**config.mk**
```make
export PLATFORM = sky130hd
export DESIGN_NAME = led_status_ctrl_flat
export DESIGN_NICKNAME = d
export VERILOG_FILES = /design/src/rtl/led_status_if.sv /design/src/rtl/led_status_ctrl.sv /design/src/flat_wrapper.sv
export SDC_FILE = /design/constraint.sdc
export NUM_CORES = 1
export LEC_CHECK = 0
export CORE_UTILIZATION = 60
export DETAILED_ROUTE_END_ITERATION = 8
export PLACE_DENSITY = 0.8
export SYNTH_ARGS = -nofsm -noshare
export SYNTH_HDL_FRONTEND = slang
export SYNTH_SLANG_ARGS = --single-unit
```
**constraint.sdc**
```tcl
create_clock -name clk -period 2.9 [get_ports clk]
set_input_delay 0.87 -clock clk [delete_from_list [all_inputs] [get_ports clk]]
set_output_delay 0.87 -clock clk [all_outputs]
set_load 0.05 [all_outputs]
```
**src/rtl/led_status_if.sv**
```systemverilog
// led_status_if: status inputs and LED outputs of the status-LED sequencer.
//   busy_i     level, accelerator running
//   done_pulse one-cycle pulse, layer/inference complete
//   err_pulse  one-cycle pulse, fault detected
//   err_clr    one-cycle pulse, fault acknowledged
//   led        LED drive, 1 = on
//   state_o    sequencer state (0 IDLE, 1 BUSY, 2 CODE, 3 ERROR)
//   tick_o     blink time-base tick (combinational)
interface led_status_if;
    logic       busy_i;
    logic       done_pulse;
    logic       err_pulse;
    logic       err_clr;
    logic       led;
    logic [1:0] state_o;
    logic       tick_o;

    modport master (
        output busy_i, done_pulse, err_pulse, err_clr,
        input  led, state_o, tick_o
    );

    modport slave (
        input  busy_i, done_pulse, err_pulse, err_clr,
        output led, state_o, tick_o
    );
endinterface

```
**src/rtl/led_status_ctrl.sv**
```systemverilog
// led_status_ctrl: drives the single board LED from three prioritised status
// sources: sticky error (repeating blink bursts), layer-done (one-shot N-blink
// code) and busy (steady toggle). A free-running prescaler sets the blink rate.
// Ports:
//   clk  system clock, posedge
//   rst  synchronous active-high reset
//   bus  led_status_if.slave: busy_i, done_pulse, err_pulse, err_clr in;
//        led, state_o (registered) and tick_o (combinational) out
module led_status_ctrl #(
    parameter int unsigned PRESCALE_W  = 16,
    parameter int unsigned DONE_BLINKS = 3,
    parameter int unsigned ERR_BLINKS  = 2,
    parameter int unsigned GAP_TICKS   = 4
) (
    input  logic         clk,
    input  logic         rst,
    led_status_if.slave  bus
);

    localparam int unsigned CNT_W = 8;

    typedef enum logic [1:0] {
        ST_IDLE  = 2'd0,
        ST_BUSY  = 2'd1,
        ST_CODE  = 2'd2,
        ST_ERROR = 2'd3
    } state_t;

    logic [PRESCALE_W-1:0] presc;
    state_t                state, state_n;
    logic                  led_q, led_n;
    logic [CNT_W-1:0]      cnt, cnt_n, cnt_inc;
    logic                  gap, gap_n;
    logic                  done_pend, done_pend_n;
    logic                  err_flag, err_flag_n;
    logic                  tick;
    logic                  pe_run;
    logic                  code_entry;

    // Tick is suppressed while reset is held so it reads 0 during reset.
    assign tick    = (presc == {PRESCALE_W{1'b1}}) && !rst;
    assign cnt_inc = cnt + CNT_W'(1);

    assign bus.tick_o  = tick;
    assign bus.led     = led_q;
    assign bus.state_o = state;

    // State, blink registers, prescaler and pending flags.
    always_ff @(posedge clk) begin
        if (rst) begin
            presc     <= '0;
            state     <= ST_IDLE;
            led_q     <= 1'b0;
            cnt       <= '0;
            gap       <= 1'b0;
            done_pend <= 1'b0;
            err_flag  <= 1'b0;
        end else begin
            presc     <= presc + PRESCALE_W'(1);
            state     <= state_n;
            led_q     <= led_n;
            cnt       <= cnt_n;
            gap       <= gap_n;
            done_pend <= done_pend_n;
            err_flag  <= err_flag_n;
        end
    end

    // Next-state logic: blink stepping per state, then priority evaluation.
    always_comb begin
        state_n     = state;
        led_n       = led_q;
        cnt_n       = cnt;
        gap_n       = gap;
        pe_run      = 1'b0;
        code_entry  = 1'b0;
        done_pend_n = done_pend;
        err_flag_n  = err_flag;

        if (tick) begin
            unique case (state)
                ST_IDLE, ST_BUSY: pe_run = 1'b1;

                // A fault aborts the code; PE then picks ERROR since err_flag wins.
                ST_CODE: begin
                    if (err_flag) begin
                        pe_run = 1'b1;
                    end else if (led_q) begin
                        led_n = 1'b0;
                    end else if (cnt_inc == CNT_W'(DONE_BLINKS)) begin
                        pe_run = 1'b1;
                    end else begin
                        cnt_n = cnt_inc;
                        led_n = 1'b1;
                    end
                end

                ST_ERROR: begin
                    if (!err_flag) begin
                        pe_run = 1'b1;
                    end else if (!gap) begin
                        if (led_q) begin
                            led_n = 1'b0;
                        end else if (cnt_inc == CNT_W'(ERR_BLINKS)) begin
                            gap_n = 1'b1;
                            cnt_n = '0;
                            led_n = 1'b0;
                        end else begin
                            cnt_n = cnt_inc;
                            led_n = 1'b1;
                        end
                    end else begin
                        if (cnt_inc == CNT_W'(GAP_TICKS)) begin
                            gap_n = 1'b0;
                            cnt_n = '0;
                            led_n = 1'b1;
                        end else begin
                            cnt_n = cnt_inc;
                        end
                    end
                end

                default: pe_run = 1'b1;
            endcase

            if (pe_run) begin
                if (err_flag) begin
                    state_n = ST_ERROR;
                    led_n   = 1'b1;
                    cnt_n   = '0;
                    gap_n   = 1'b0;
                end else if (done_pend) begin
                    state_n    = ST_CODE;
                    led_n      = 1'b1;
                    cnt_n      = '0;
                    code_entry = 1'b1;
                end else if (bus.busy_i) begin
                    state_n = ST_BUSY;
                    led_n   = (state == ST_BUSY) ? !led_q : 1'b1;
                end else begin
                    state_n = ST_IDLE;
                    led_n   = 1'b0;
                end
            end
        end

        // Flags update every cycle; a new pulse beats a same-cycle clear.
        if (code_entry)     done_pend_n = 1'b0;
        if (bus.done_pulse) done_pend_n = 1'b1;
        if (bus.err_clr)    err_flag_n  = 1'b0;
        if (bus.err_pulse)  err_flag_n  = 1'b1;
    end

endmodule

```
**src/flat_wrapper.sv**
```systemverilog
// flat-port wrapper written by rule: the top's interface ports become plain ports
module led_status_ctrl_flat 
#(
    parameter int unsigned PRESCALE_W  = 16,
    parameter int unsigned DONE_BLINKS = 3,
    parameter int unsigned ERR_BLINKS  = 2,
    parameter int unsigned GAP_TICKS   = 4
)
  (clk, rst, bus_busy_i, bus_done_pulse, bus_err_pulse, bus_err_clr, bus_led, bus_state_o, bus_tick_o);
  led_status_if bus_i ();
  input  logic clk;
  input  logic rst;
  input wire logic [$bits(bus_i.busy_i)-1:0] bus_busy_i;
  input wire logic [$bits(bus_i.done_pulse)-1:0] bus_done_pulse;
  input wire logic [$bits(bus_i.err_pulse)-1:0] bus_err_pulse;
  input wire logic [$bits(bus_i.err_clr)-1:0] bus_err_clr;
  output wire logic [$bits(bus_i.led)-1:0] bus_led;
  output wire logic [$bits(bus_i.state_o)-1:0] bus_state_o;
  output wire logic [$bits(bus_i.tick_o)-1:0] bus_tick_o;
  assign bus_i.busy_i = bus_busy_i;
  assign bus_i.done_pulse = bus_done_pulse;
  assign bus_i.err_pulse = bus_err_pulse;
  assign bus_i.err_clr = bus_err_clr;
  assign bus_led = bus_i.led;
  assign bus_state_o = bus_i.state_o;
  assign bus_tick_o = bus_i.tick_o;
  led_status_ctrl #(.PRESCALE_W(PRESCALE_W), .DONE_BLINKS(DONE_BLINKS), .ERR_BLINKS(ERR_BLINKS), .GAP_TICKS(GAP_TICKS)) u_core (.clk(clk), .rst(rst), .bus(bus_i));
endmodule
```
==> results of run 1 <==
==> how the worst max path moves through the flow <==
stage	start	end	slack [ns]
final	u_core.presc[4]	bus_tick_o	0.1
after global routing	u_core.presc[0]	bus_tick_o	0.01
after floorplan	u_core.presc[3]	bus_tick_o	0.20
after global placement	u_core.presc[3]	bus_tick_o	0.26
after detailed placement	u_core.presc[3]	bus_tick_o	0.19
after CTS	u_core.presc[3]	bus_tick_o	0.08
==> registers in the layout (all words and copies together), names as in the netlist, named ones only <==
signal,cells
u_core.presc,16
u_core.cnt,8
u_core.bus.state_o,2
u_core.bus.led,1
u_core.done_pend,1
u_core.err_flag,1
==> per-stage QoR <==
step	instances	setup slack [ns]	power [W]
after floorplan	271	0.196	0.000464
after global placement	318	0.265	0.000477
after detailed placement	318	0.189	0.000478
after CTS	328	0.0764	0.000746
after global routing	328	0.0129	0.000771
final	328	0.0978	0.000744
==> metal layers <==
layer / wire length (um) / up-vias / GRT usage
met3: 582 / 17 / 0.115
met5: 0 / - / 0
met2: 2350 / 124 / 0.473
li1: - / 1023 / -
met4: 110 / 0 / 0.0844
met1: 2350 / 950 / 0.430
==> layout make-up <==
type / count / area (um2)
tap: 44 / 55.1
inverter: 11 / 41.3
fill: 268 / 862
sequential: 30 / 607
timing repair buffer: 20 / 183
clock buffer: 6 / 51.3
multi-input combinational: 215 / 1340
clock inverter: 2 / 12.5
==> logic make-up after synthesis <==
kind of cell,share of synthesized area
multiplexers,0.0200
flip-flops,0.291
AO/OA/AOI/OAI,0.226
adder cells (fa/ha/maj),0.0303
buffers and inverters,0.0642
AND/OR/NAND/NOR,0.309
XOR/XNOR,0.0594
==> cell usage in the layout (no fill, tap or decap), types with 2 or more instances in the layout <==
| cell | netlist | routed |
|---|---|---|
| nor2_1 | 30 | 29 |
| nand2_1 | 27 | 27 |
| dfxtp_1 | 30 | 27 |
| o21ai_0 | 16 | 16 |
| nand3_1 | 15 | 15 |
| a21oi_1 | 14 | 14 |
| inv_1 | 11 | 11 |
| buf_4 | 0 | 11 |
| xor2_1 | 9 | 9 |
| nor3_1 | 8 | 8 |
| clkdlybuf4s50_1 | 0 | 8 |
| nand4_1 | 7 | 7 |
| a311oi_1 | 7 | 7 |
| nand2b_1 | 6 | 6 |
| xnor2_1 | 5 | 5 |
| a31oi_1 | 5 | 5 |
| clkbuf_4 | 0 | 5 |
| and3_1 | 4 | 4 |
| nor4_1 | 4 | 4 |
| o211ai_1 | 4 | 4 |
| ha_1 | 5 | 4 |
| nor2b_1 | 3 | 3 |
| mux2i_1 | 3 | 3 |
| o22ai_1 | 3 | 3 |
| a211oi_1 | 3 | 3 |
| nor2_4 | 1 | 2 |
| nor4b_1 | 2 | 2 |
| a21o_1 | 2 | 2 |
| a22oi_1 | 2 | 2 |
| a2111oi_0 | 2 | 2 |
| o31ai_1 | 2 | 2 |
| or3_1 | 2 | 2 |
| a22o_1 | 2 | 2 |
| or3_2 | 2 | 2 |
| dfxtp_2 | 0 | 2 |
==> timing repair <==
item	in CTS	in global routing
setup endpoints to repair	1	1
gates resized for setup	5	1
buffers inserted	2	0
pin swaps	3	1
endpoints found under the hold margin	0	0
==> report_power, final <==
part / leakage, nW / switching, W / internal [W] / total (W)
Clock: 0.0343 / 0.000159 / 0.000116 / 0.000276
Sequential: 0.245 / 0.00000856 / 0.000416 / 0.000425
Combinational: 0.484 / 0.0000249 / 0.0000190 / 0.0000439
Total: 0.763 / 0.000193 / 0.000552 / 0.000744
==> worst reg2reg max path, delay by kind of cell (launching register included) <==
kind | cells | cell delay [ns]
flops | 1 | 0.58
mux | 1 | 0.21
buf+inv | 1 | 0.17
simple gates | 3 | 0.58
compound gates | 3 | 0.92
==> impl_results.md, run 1 <==
- Status: finished, final reports clean
- Post-placement cell area: 2200 um2
- Peak Freq: 0.357 GHz
- Worst slew pin tran: 0.641 ns
- Starting DRC count in detailed routing: 256
- Cell taking the most area after synthesis: dfxtp_1
- Critical-path cell list: nand4_2, nor2_4, nand3_4, or4_4, nor2_4, buf_12
- Max VDD drop: 224 uV
- Register area share after synthesis: 0.291
- Reg2reg end: u_core.bus.state_o[0]
- Fin Clk Skew: 0.0120 ns
- Largest delay contributor family on the critical path: simple AND/OR/NAND/NOR gates
- Synthesized net count: 282
- Synth area leaders: dfxtp_1, nor2_1, nand2_1, o21ai_0, xor2_1
- Worst path buffer plus inverter count: 1
- Share of the synthesized area in the top cell type: 0.291
- Number of global-route vias before repair: 1789
- Worst-Skew Late Latency: 0.35 ns
- Reg-to-reg setup timing slack: 0.35 ns
- Reg-to-Reg Start: u_core.cnt[2]
- CP endpoint kind: output pin
- Row count: 20
- Final nets: 294
- Max clock buf depth: 2
- Worst EP arrival: 1.93 ns
- Drc violations: 0
- Async SR Flop Fraction: 0
- Max-cap violations: 0
- HPWL Detailed: 3.91 mm
- Prevailing post-synth register cell: dfxtp_1
- Relative slew slack: 0.568
- Vias post-DR: 2114
- Final Setup Violations: 0
- Routed wire length: 5.39 mm
- Post-synth EDFFs: 0
- DIE AREA: 3680 um2
- Final Hold Violating Endpoints: 0
- Routability Congestion: 1.00
- Mapped cell area: 2060 um2
- Clock transition at the registers of the reported paths: 0.10 ns
- Via density: 6.45
- WL/cell: 16.4 um
- Hold Path Origin: u_core.presc[0]
- Layout cells sized above 1: 0.130
- Clock Root Buffer: clkbuf_4
- Pwr Density: 325 nW/um2
- Unique masters post-synth: 56
- Slowest Stage Delay on Critical Path: 0.48 ns
- Worst Hold Class: reg -> reg
- N_diodes: 0
- Max Slew Vio Count: 0
- #FFs+latches synth: 30
- Worst path slowest cell: or4_4
- Routed Antenna Nets: 0
- Port-buffer cells: 9
- Number of antenna violations at the first check in global routing: 0
- Top Ports: 10
- Data required time of the worst path: 2.03 ns
- Hold Path End: u_core.presc[0]
- Synth warn: 0
- DRT Pass-1 Iters: 5
- CP max FO: 6
- Fin area: 2290 um2
- Starting Density: 0.655
- Worst Hold Depth: 1
- Syn avg cell area: 7.62 um2
- GRT Overall Usage: 0.316
- First-pass GRT wire length: 8.49 mm
- Util after Layout: 0.727
- H-tree depth: 2
- Core Footprint: 3150 um2
- CTS tree: yes
- Critical path depth: 6
- Clock Sinks: 30
- Min cycle time layout: 2.80 ns
- Unrepaired setup endpoints after global routing: false
- CP Class: reg -> out
- Vert. Die Dim: 60.7 um
- Fin Setup TNS: 0 ns
- Part of the cycle the worst path needs: 0.966
- GRT overflow: 0
- Layout area overhead: 11.0%
- CTS hold repair buffers: 0
- Chip Width: 60.7 um
- Cells after Synth: 271
- Num CTS Buffers: 5
- Startpoint class of the critical path: flip-flop
- Worst Hold Margin: 0.471 ns
- Leakage: 0.763 nW
- Largest net degree at the start of global routing: 29
- R2R depth: 8
- Post-synth top cells: dfxtp_1, nor2_1, nand2_1, o21ai_0, nand3_1
- Most frequent CP cell: nor2_4
Note: power is estimated with default switching activity, not from simulation.
==> run 2, diff against run 1 <==
--- a/config.mk
+++ b/config.mk
@@ -5,9 +5,9 @@
 export SDC_FILE = /design/constraint.sdc
 export NUM_CORES = 1
 export LEC_CHECK = 0
-export CORE_UTILIZATION = 60
+export CORE_UTILIZATION = 54
 export DETAILED_ROUTE_END_ITERATION = 8
-export PLACE_DENSITY = 0.8
+export PLACE_DENSITY = 0.76
 export SYNTH_ARGS = -nofsm -noshare
 export SYNTH_HDL_FRONTEND = slang
 export SYNTH_SLANG_ARGS = --single-unit
==> constraint.sdc (replaced) <==
create_clock -name clk -period 2.4 [get_ports clk]
set_input_delay 0.72 -clock clk [delete_from_list [all_inputs] [get_ports clk]]
set_output_delay 0.72 -clock clk [all_outputs]
set_load 0.02 [all_outputs]
==> run 2 against run 1 <==
Sequential cell count unchanged. Total power up 36%. Non-clock buffer count up 34. Clock skew down 0.0043 ns. Core utilization down 1.5 points. Die area up 11%. Largest power group unchanged. Highest routed layer unchanged.
==> impl_results.md, run 2 (synthesis gave the netlist of run 1 again) <==
- Startpoint class of the critical path: flip-flop
- Final Hold Violating Endpoints: 0 (unchanged)
- Final nets: 328 (+12%)
- DRT Pass-1 Iters: 5 (unchanged)
- Hold Path Origin: u_core.presc[12]
- Routability Congestion: 0.976 (-2.5%)
- Max clock buf depth: 2 (unchanged)
- CTS tree: yes
- Worst slew pin tran: 0.500 ns (-0.140 ns)
- # fillers: 296 (+10%)
- Top Ports: 10 (unchanged)
- Largest net degree at the start of global routing: 29 (unchanged)
- Min cycle time layout: 2.39 ns
- Vert. Die Dim: 63.8 um (+5.2%)
- Reg area: 608 um2 (+0.21%)
- Most frequent cells in the layout: buf_4, nor2_1, nand2_1, dfxtp_1, o21ai_0
- Number of antenna violations at the first check in global routing: 0 (unchanged)
- Max VDD drop: 361 uV (+62%)
- Max Slew Vio Count: 0 (unchanged)
- Unrepaired setup endpoints after global routing: true
- CP Class: reg -> out
- Worst-Skew Late Latency: 0.29 ns (-0.06 ns)
- Setup crit start: u_core.presc[6]
- Num CTS Buffers: 5 (unchanged)
- CP endpoint kind: output pin
- First-pass GRT wire length: 9.39 mm (+11%)
- Worst Hold Class: reg -> reg
- Drc violations: 0 (unchanged)
- Port-buffer cells: 9 (unchanged)
- Pwr Density: 388 nW/um2 (+19%)
- Peak Freq: 0.419 GHz
- Data required time of the worst path: 1.68 ns (-0.35 ns)
- Fin Clk Skew: 0.00765 ns (-0.00430 ns)
- Clock Sinks: 30 (unchanged)
- DIE AREA: 4070 um2 (+11%)
- Reg-to-Reg Start: u_core.cnt[1]
- Pwr Total: 0.00101 W (+36%)
- Part of the cycle the worst path needs: 0.994
- Clock Root Buffer: clkbuf_8
- CP max FO: 2 (-4)
- Worst EP arrival: 1.67 ns (-0.26 ns)
- Fin area: 2610 um2 (+14%)
- Clock transition at the registers of the reported paths: 0.07 ns (-0.03 ns)
- CTS hold repair buffers: 0 (unchanged)
- WL/cell: 15.4 um (-6.3%)
- HPWL Detailed: 4.22 mm (+8.0%)
- Row count: 22 (+10%)
- GRT overflow: 0 (unchanged)
- Chip Width: 63.8 um (+5.2%)
- Post-placement cell area: 2450 um2 (+11%)
- Starting DRC count in detailed routing: 229 (-11%)
- Setup WS pre-CTS: -0.339 ns (-0.528 ns)
- Routed wire length: 5.64 mm (+4.5%)
- Number of global-route vias before repair: 2094 (+17%)
- Relative slew slack: 0.658 (+0.0895)
- Core Footprint: 3660 um2 (+16%)
- Status: finished, final reports clean
- Reg-to-reg setup timing slack: 0.13 ns (-0.22 ns)
- Starting Density: 0.564 (-0.0909)
- Leakage: 0.957 nW (+25%)
- Via density: 6.13 (-4.9%)
- Vias post-DR: 2243 (+6.1%)
- Most common cell after layout, fill and taps aside: buf_4
- Slack of the critical path: 0.0141 ns (-0.0837 ns)
- Layout cells sized above 1: 0.242 (+0.112)
- Largest Register: u_core.presc
- Routed Antenna Nets: 0 (unchanged)
- Multi-input gate area: 1370 um2 (+2.2%)
- N_diodes: 0 (unchanged)
- Layout area overhead: 26.2%
- H-tree depth: 2 (unchanged)
- Max FFs per register: 16 (unchanged)
- GRT Overall Usage: 0.296 (-0.0201)
- Max-cap violations: 0 (unchanged)
- Final Setup Violations: 0 (unchanged)
[run 2: worst max-delay path, stage by stage, from the launching register on]
cell,delay (ns)
dfxtp_2,0.36
nand4_4,0.12
nor2_4,0.13
nand3_4,0.07
or4_4,0.44
nor2_4,0.13
buf_6,0.13
[run 2: what timing repair did]
action	in CTS	in global routing
buffers inserted	2	0
pin swaps	5	2
endpoints found under the setup margin	1	7
resized for setup	12	6
[run 2: through the flow]
stage           util  hold WS, ns  std cells  TNS [ns]
2_1_floorplan      -        0.426        271         0
3_3_place_gp   0.669        0.466        356    -0.317
3_5_place_dp   0.669        0.494        356    -0.339
4_1_cts        0.704        0.504        366   -0.0390
5_1_grt        0.712        0.543        366   -0.0465
6_report       0.712        0.504        366         0
[run 2: path summary, 6_finish.rpt]
| kind | endpoint | depth (start not counted) |
|---|---|---|
| hold / removal | u_core.presc[12] | 2 |
| setup reg to reg | flip-flop | 9 |
| hold reg to reg | u_core.presc[12] | 2 |
| setup / recovery | bus_tick_o | 6 |
[run 2: report_power, final]
part           switching (W)  internal (W)
logic              0.0000360     0.0000299
clock network       0.000203      0.000230
registers         0.00000610      0.000504
[run 2: final cells by class]
type                    count  area share
repair buffers             54       0.165
multi-input cells         215       0.526
well taps                  48      0.0231
flip-flops and latches     30       0.233
inverters                  11      0.0159
clock buffers               6      0.0317
clock inverters             2     0.00480
[run 2: routing by layer]
layer | vias to the layer above | part of all wire | GRT usage
met1 | 1019 | 0.42 | 0.357
met3 | 28 | 0.064 | 0.0571
met5 | - | 0 | 0
met4 | 0 | 0.042 | 0.168
li1 | 1080 | - | -
met2 | 116 | 0.48 | 0.488
